**config.mk**
```make
export PLATFORM = sky130hd
export DESIGN_NAME = cheshire_soc_fixture_flat
export DESIGN_NICKNAME = d
export VERILOG_FILES = /design/src/rtl/cheshire_soc_fixture_if.sv /design/src/rtl/cheshire_soc_fixture.sv /design/src/flat_wrapper.sv
export SDC_FILE = /design/constraint.sdc
export NUM_CORES = 1
export LEC_CHECK = 0
export BUFFER_PORTS_ARGS = -buffer_cell sky130_fd_sc_hd__buf_2
export CAP_MARGIN = 10
export CELL_PAD_IN_SITES_DETAIL_PLACEMENT = 0
export CELL_PAD_IN_SITES_GLOBAL_PLACEMENT = 2
export CORE_AREA = 2 2 111 113
export CTS_CLUSTER_SIZE = 16
export DETAILED_ROUTE_END_ITERATION = 7
export DIE_AREA = 0 0 113 115
export MAX_ROUTING_LAYER = met4
export PLACE_DENSITY_LB_ADDON = 0.12
export RECOVER_POWER = 25
export SKIP_LAST_GASP = 1
export SLEW_MARGIN = 20
export SYNTH_ARGS = -nofsm -noshare
export SYNTH_HDL_FRONTEND = slang
export SYNTH_SLANG_ARGS = --single-unit
```
**constraint.sdc**
```tcl
create_clock -name clk_i -period 3.79 [get_ports clk_i]
set_clock_uncertainty 0.15 [all_clocks]
set_input_delay 0.379 -clock clk_i [delete_from_list [all_inputs] [get_ports clk_i]]
set_output_delay 0.379 -clock clk_i [all_outputs]
set_load 0.05 [all_outputs]
```
**src/rtl/cheshire_soc_fixture_if.sv**
```systemverilog
// Run-control bus between the Cheshire SoC harness and cheshire_soc_fixture.
// The harness drives the mode straps, the core 0 commit port and the EOC
// scratch-register write strobe. The fixture returns the completion status.
// Handshake: eoc_we_i qualifies eoc_wdata_i for exactly the cycle it is high.
// There is no backpressure, so the fixture samples every strobed write on
// the rising clock edge. commit_ack_i qualifies commit_pc_i in the same way.
interface cheshire_soc_fixture_if #(
    parameter int PC_WIDTH = 64
);
    logic [1:0]          boot_mode_i;
    logic [1:0]          preload_mode_i;
    logic                commit_ack_i;
    logic [PC_WIDTH-1:0] commit_pc_i;
    logic                eoc_we_i;
    logic [31:0]         eoc_wdata_i;
    logic [1:0]          channel_o;
    logic                cfg_err_o;
    logic                eoc_o;
    logic [31:0]         exit_code_o;
    logic                hang_o;
    logic [PC_WIDTH-1:0] hang_pc_o;
    logic                finish_o;
    logic [2:0]          dbg_state;

    modport master (
        output boot_mode_i, preload_mode_i, commit_ack_i, commit_pc_i,
               eoc_we_i, eoc_wdata_i,
        input  channel_o, cfg_err_o, eoc_o, exit_code_o, hang_o, hang_pc_o,
               finish_o, dbg_state
    );

    modport slave (
        input  boot_mode_i, preload_mode_i, commit_ack_i, commit_pc_i,
               eoc_we_i, eoc_wdata_i,
        output channel_o, cfg_err_o, eoc_o, exit_code_o, hang_o, hang_pc_o,
               finish_o, dbg_state
    );
endinterface

```
**src/rtl/cheshire_soc_fixture.sv**
```systemverilog
// Run-control fixture around the Cheshire SoC. It latches the boot and preload
// modes when reset is released, selects the completion channel, captures the
// EOC exit code and raises a sticky finish request.
// Optional macro CHESHIRE_FIXTURE_HANG_WATCHDOG_EN builds the commit-PC hang
// watchdog together with the HANG/FIN grace sequence. Without the macro,
// hang_o and hang_pc_o are tied low.
module cheshire_soc_fixture #(
    parameter int PC_WIDTH     = 64,
    parameter int MAX_CYCLES   = 10000,
    parameter int GRACE_CYCLES = 100
) (
    input logic                   clk_i,
    input logic                   rst_ni,
    cheshire_soc_fixture_if.slave bus
);
    localparam logic [2:0] ST_CFG  = 3'd0;
    localparam logic [2:0] ST_RUN  = 3'd1;
    localparam logic [2:0] ST_DONE = 3'd2;
    localparam logic [2:0] ST_ERR  = 3'd3;
    localparam logic [2:0] ST_HANG = 3'd4;
    localparam logic [2:0] ST_FIN  = 3'd5;

    logic [2:0]  state;
    logic [1:0]  channel;
    logic        cfg_err;
    logic        eoc;
    logic [31:0] exit_code;
    logic        finish;
    logic        eoc_hit;
    logic        hang_hit;
    logic        grace_done;

    // EOC writes are only honoured while software can still complete the run.
    // Leaving RUN/HANG on the first hit makes capture first-write-only.
    assign eoc_hit = bus.eoc_we_i && bus.eoc_wdata_i[0] &&
                     ((state == ST_RUN) || (state == ST_HANG));

`ifdef CHESHIRE_FIXTURE_HANG_WATCHDOG_EN
    localparam int CW = $clog2(MAX_CYCLES + 1);
    localparam int GW = $clog2(GRACE_CYCLES + 1);
    localparam logic [CW-1:0] CNT_MAX    = CW'(MAX_CYCLES);
    localparam logic [CW-1:0] CNT_LAST   = CW'(MAX_CYCLES - 1);
    localparam logic [GW-1:0] GRACE_LAST = GW'(GRACE_CYCLES - 1);

    logic                armed;
    logic                armed_now;
    logic                pc_same;
    logic [PC_WIDTH-1:0] old_pc;
    logic [CW-1:0]       count;
    logic [GW-1:0]       grace;
    logic                hang;
    logic [PC_WIDTH-1:0] hang_pc;

    // The acknowledge that arms the watchdog already takes part in counting.
    assign armed_now  = armed || bus.commit_ack_i;
    assign pc_same    = (bus.commit_pc_i == old_pc);
    // The threshold is hit on the edge where the count would reach MAX_CYCLES.
    // An EOC on that same edge takes priority.
    assign hang_hit   = (state == ST_RUN) && armed_now && pc_same &&
                        (count >= CNT_LAST) && !eoc_hit;
    assign grace_done = (state == ST_HANG) && (grace == GRACE_LAST);

    // Watchdog: track the commit PC while in RUN and time the grace window in HANG.
    always_ff @(posedge clk_i) begin
        if (!rst_ni) begin
            armed   <= 1'b0;
            old_pc  <= '0;
            count   <= '0;
            grace   <= '0;
            hang    <= 1'b0;
            hang_pc <= '0;
        end else if (state == ST_RUN) begin
            if (bus.commit_ack_i) begin
                armed <= 1'b1;
            end
            if (armed_now) begin
                if (pc_same) begin
                    if (count != CNT_MAX) begin
                        count <= count + CW'(1);
                    end
                end else begin
                    old_pc <= bus.commit_pc_i;
                    count  <= '0;
                end
            end
            if (hang_hit) begin
                hang    <= 1'b1;
                hang_pc <= bus.commit_pc_i;
            end
        end else if ((state == ST_HANG) && !eoc_hit && !grace_done) begin
            grace <= grace + GW'(1);
        end
    end

    assign bus.hang_o    = hang;
    assign bus.hang_pc_o = hang_pc;
`else
    logic unused_commit;

    assign hang_hit      = 1'b0;
    assign grace_done    = 1'b0;
    assign unused_commit = ^{bus.commit_ack_i, bus.commit_pc_i};
    assign bus.hang_o    = 1'b0;
    assign bus.hang_pc_o = '0;
`endif

    // Run-control FSM: decode the modes once, then wait for EOC, error or hang.
    always_ff @(posedge clk_i) begin
        if (!rst_ni) begin
            state     <= ST_CFG;
            channel   <= 2'd0;
            cfg_err   <= 1'b0;
            eoc       <= 1'b0;
            exit_code <= '0;
            finish    <= 1'b0;
        end else begin
            case (state)
                ST_CFG: begin
                    if ((bus.boot_mode_i == 2'd1) ||
                        ((bus.boot_mode_i == 2'd0) && (bus.preload_mode_i == 2'd3))) begin
                        state <= ST_ERR;
                    end else begin
                        channel <= (bus.boot_mode_i == 2'd0) ? bus.preload_mode_i : 2'd0;
                        state   <= ST_RUN;
                    end
                end
                ST_RUN, ST_HANG: begin
                    if (eoc_hit) begin
                        exit_code <= {1'b0, bus.eoc_wdata_i[31:1]};
                        eoc       <= 1'b1;
                        state     <= ST_DONE;
                    end else if (hang_hit) begin
                        state <= ST_HANG;
                    end else if (grace_done) begin
                        finish <= 1'b1;
                        state  <= ST_FIN;
                    end
                end
                ST_DONE: begin
                    finish <= 1'b1;
                end
                ST_ERR: begin
                    cfg_err <= 1'b1;
                    finish  <= 1'b1;
                end
                ST_FIN: begin
                    finish <= 1'b1;
                end
                default: begin
                    state <= ST_CFG;
                end
            endcase
        end
    end

    assign bus.channel_o   = channel;
    assign bus.cfg_err_o   = cfg_err;
    assign bus.eoc_o       = eoc;
    assign bus.exit_code_o = exit_code;
    assign bus.finish_o    = finish;
    assign bus.dbg_state   = state;
endmodule

```
**src/flat_wrapper.sv**
```systemverilog
// flat-port wrapper written by rule: the top's interface ports become plain ports
module cheshire_soc_fixture_flat 
#(
    parameter int PC_WIDTH     = 64,
    parameter int MAX_CYCLES   = 10000,
    parameter int GRACE_CYCLES = 100
)
  (clk_i, rst_ni, bus_boot_mode_i, bus_preload_mode_i, bus_commit_ack_i, bus_commit_pc_i, bus_eoc_we_i, bus_eoc_wdata_i, bus_channel_o, bus_cfg_err_o, bus_eoc_o, bus_exit_code_o, bus_hang_o, bus_hang_pc_o, bus_finish_o, bus_dbg_state);
  cheshire_soc_fixture_if #(.PC_WIDTH(PC_WIDTH)) bus_i ();
  input logic clk_i;
  input logic rst_ni;
  input wire logic [$bits(bus_i.boot_mode_i)-1:0] bus_boot_mode_i;
  input wire logic [$bits(bus_i.preload_mode_i)-1:0] bus_preload_mode_i;
  input wire logic [$bits(bus_i.commit_ack_i)-1:0] bus_commit_ack_i;
  input wire logic [$bits(bus_i.commit_pc_i)-1:0] bus_commit_pc_i;
  input wire logic [$bits(bus_i.eoc_we_i)-1:0] bus_eoc_we_i;
  input wire logic [$bits(bus_i.eoc_wdata_i)-1:0] bus_eoc_wdata_i;
  output wire logic [$bits(bus_i.channel_o)-1:0] bus_channel_o;
  output wire logic [$bits(bus_i.cfg_err_o)-1:0] bus_cfg_err_o;
  output wire logic [$bits(bus_i.eoc_o)-1:0] bus_eoc_o;
  output wire logic [$bits(bus_i.exit_code_o)-1:0] bus_exit_code_o;
  output wire logic [$bits(bus_i.hang_o)-1:0] bus_hang_o;
  output wire logic [$bits(bus_i.hang_pc_o)-1:0] bus_hang_pc_o;
  output wire logic [$bits(bus_i.finish_o)-1:0] bus_finish_o;
  output wire logic [$bits(bus_i.dbg_state)-1:0] bus_dbg_state;
  assign bus_i.boot_mode_i = bus_boot_mode_i;
  assign bus_i.preload_mode_i = bus_preload_mode_i;
  assign bus_i.commit_ack_i = bus_commit_ack_i;
  assign bus_i.commit_pc_i = bus_commit_pc_i;
  assign bus_i.eoc_we_i = bus_eoc_we_i;
  assign bus_i.eoc_wdata_i = bus_eoc_wdata_i;
  assign bus_channel_o = bus_i.channel_o;
  assign bus_cfg_err_o = bus_i.cfg_err_o;
  assign bus_eoc_o = bus_i.eoc_o;
  assign bus_exit_code_o = bus_i.exit_code_o;
  assign bus_hang_o = bus_i.hang_o;
  assign bus_hang_pc_o = bus_i.hang_pc_o;
  assign bus_finish_o = bus_i.finish_o;
  assign bus_dbg_state = bus_i.dbg_state;
  cheshire_soc_fixture #(.PC_WIDTH(PC_WIDTH), .MAX_CYCLES(MAX_CYCLES), .GRACE_CYCLES(GRACE_CYCLES)) u_core (.clk_i(clk_i), .rst_ni(rst_ni), .bus(bus_i));
endmodule
```
==> impl_metrics.csv <==
group,metric,value,unit
outcome,status,"finished with violations",
outcome,failed_checks,"design-rule violations, max-capacitance violations, max-slew violations",
timing,rsz0062_at_grt,"no",
setup_path,worstSetupEndpoint,"u_core.bus.dbg_state[0]$_SDFFE_PN0P_",
routing,num_vias,1506,
die,core,11800,µm²
setup_path,required,3850,ps
cts,clk_pin_slew,60,ps
layout,layout.nets,410,
yosys,yosysSeqAreaShare,0.391,
timing,worst_pin_slew,1710,ps
routing,routed_via_density,3.32,
die,rows,40,
die,fp.dieH,115,µm
setup_path,cpPeakStageDelay,1200,ps
cts,htree_levels,2,
yosys,synth_warnings,0,
routing,routedWlPerCell,11.1,µm
global_routing,antenna_found_initial,0,
flow_run,drv_cap,1,
timing,period_minus_slack,1920,ps
cts,cts_buffers,5,
yosys,async_reset_ff_frac,0,
cts,cts_buffer_depth,2,
setup_path,crit_arrival,1990,ps
global_routing,grt_pass1_vias,1346,
global_routing,grt_max_degree,41,
yosys,yosysMostFrequentCell,"buf_4",
yosys,ys_types,21,
timing,max_freq,520,MHz
yosys,synth_common_cells,"buf_4 (68), nand2_1 (64), dfxtp_1 (38)",
layout,drive_gt1_frac,0.231,
worst_hold_path,hold_depth,3,
layout,fin_util,0.198,
timing,slew_violations,41,
power_and_ir_drop,ir_drop,0.192,mV
setup_path,startpoint,"rst_ni",
worst_hold_path,hp-class,"in2reg",
yosys,synthCells,233,
setup_path,critical_path.slowest_cell,"clkbuf_1",
yosys,netlist_area,1950,µm²
cts,cts_resized,0,
die,ios,209,
setup_path,r2r_start,"u_core.bus.dbg_state[0]$_SDFFE_PN0P_",
routing,ant_nets,0,
routing,firstDrtPassIters,6,
yosys,avgSynthCellArea,8.36,µm²
place,placed_cell_area,2190,µm²
setup_path,crit_chain,"clkbuf_1 > o21ai_0 > nor2_1",
setup_path,cp-start-kind,"input port",
power_and_ir_drop,powerDensity,507,nW/µm²
layout,n_antenna_cell,0,
place,dpl.hpwl,3430,µm
cts,postCtsSetupBuffers,0,
cts,cts_tree,"built",
setup_path,r2r_end,"u_core.bus.exit_code_o[13]$_SDFFE_PN0P_",
setup_path,rr_worst_depth,4,
place,routabilityCongestion,0.611,
yosys,ys.flop_type,"dfxtp_1",
global_routing,grt_overflow,0,
timing,max_slew_margin,-0.138,
yosys,synth_top_cell_by_area,"dfxtp_1",
yosys,synth_area_leaders,"dfxtp_1 (39%), buf_4 (26%), nand2_1 (12%), a21boi_1 (11%), buf_6 (2.3%)",
timing,hold_viol,0,
global_routing,grt_pass1_wl,7360,µm
layout,area_growth,20.2,%
routing,dr.first_iter.drc_count,49,
global_routing,track_usage,0.0750,
yosys,synth_top_area_frac,0.391,
yosys,synth-seq-cells,38,
timing,post-route-period-util,0.507,
layout,finalInstanceArea,2340,µm²
setup_path,regToRegSetupSlack,2100,ps
power_and_ir_drop,leakagePower,1.07,nW
setup_path,criticalPathCategory,"in2reg",
setup_path,cp-end-kind,"flop",
die,initial_core_util,0.165,
setup_path,worstPathMaxFanout,40,
cts,cts.sinks,38,
die,die_w,113,µm
routing,drc_errors,10,
timing,finalSetupTns,0,ps
yosys,synth-edff-count,0,
cts,cts_hold_buf,0,
routing,wl,5050,µm
place,port_buffers,76,
cts,clk_latency,280,ps
cts,cts_root_buffer,"clkbuf_16",
timing,setup_viol,0,
die,fp.dieArea,13000,µm²
## per-layer routing
metal  up-vias  track usage  part of all wire
met4         0       0.0195                 0
li1        755            -                 -
met2        75        0.120              0.46
met3         0       0.0242             0.085
met1       676       0.0919              0.45
met5         -            -                 0
## power by group
part / internal [mW] / switching, mW
clock: 0.308 / 0.172
sequential: 0.415 / 0.0101
combinational: 0.0413 / 0.239
total: 0.764 / 0.421
## stage by stage
stage	hold WS, ps	total power [mW]	std cells	worst slack [ps]
after floorplan	364	0.725	299	2160
after global placement	289	0.718	446	2040
after detailed placement	292	0.717	446	2040
after CTS	173	1.21	454	2020
after global routing	171	1.24	454	1620
final	181	1.19	454	1870
## cell families after synthesis
logic type | Yosys count | synth area share
other cells | 1 | 0.00193
compound gates | 40 | 0.148
buf+inv | 79 | 0.300
simple gates | 75 | 0.159
flops | 38 | 0.391
## cell type report
| cell class | count | area, µm² |
|---|---|---|
| Fill cell | 1361 | 9470 |
| Multi-Input combinational cell | 182 | 850 |
| Sequential cell | 38 | 761 |
| Timing Repair Buffer | 78 | 377 |
| Tap cell | 147 | 184 |
| Clock buffer | 5 | 125 |
| Clock inverter | 3 | 40.0 |
| Inverter | 1 | 3.75 |
## registers in the layout, summed over array words and instances (netlist names)
name / cells
u_core.bus.cfg_err_o: 1
u_core.bus.channel_o: 2
u_core.bus.dbg_state: 2
u_core.bus.eoc_o: 1
u_core.bus.exit_code_o: 31
u_core.bus.finish_o: 1
## how the worst min path moves through the flow
stage                                       startpoint                                       to  slack, ps
2_1_floorplan                      bus_eoc_wdata_i[15]  u_core.bus.exit_code_o[14]$_SDFFE_PN0P_        360
3_3_place_gp   u_core.bus.exit_code_o[29]$_SDFFE_PN0P_  u_core.bus.exit_code_o[29]$_SDFFE_PN0P_        290
3_5_place_dp   u_core.bus.exit_code_o[21]$_SDFFE_PN0P_  u_core.bus.exit_code_o[21]$_SDFFE_PN0P_        290
4_1_cts                            bus_eoc_wdata_i[20]  u_core.bus.exit_code_o[19]$_SDFFE_PN0P_        170
5_1_grt                            bus_eoc_wdata_i[28]  u_core.bus.exit_code_o[27]$_SDFFE_PN0P_        170
6_report                           bus_eoc_wdata_i[28]  u_core.bus.exit_code_o[27]$_SDFFE_PN0P_        180
## critical path, delay by kind of cell
| kind | cells | cell delay, ps |
|---|---|---|
| buffers and inverters | 1 | 1200 |
| AOI/OAI and AO/OA | 1 | 240 |
| and+or+nand+nor | 1 | 150 |
## cell usage in the layout (no fill, tap or decap)
cell        n
bufinv_16   1
nor2b_1     3
nor3_1      1
a21oi_1     2
clkinv_2    2
nand4_1     2
a21boi_0    3
and3_1      1
o31a_1      1
conb_1     67
o21ai_0     3
clkbuf_1   15
buf_4       2
nand2_1    64
buf_2      61
clkbuf_16   5
inv_1       1
o21a_1      3
a21boi_1   28
and4b_1     1
nand4b_1    1
nor2_1      2
dfxtp_1    38
Power figures use the tool's default switching activity.
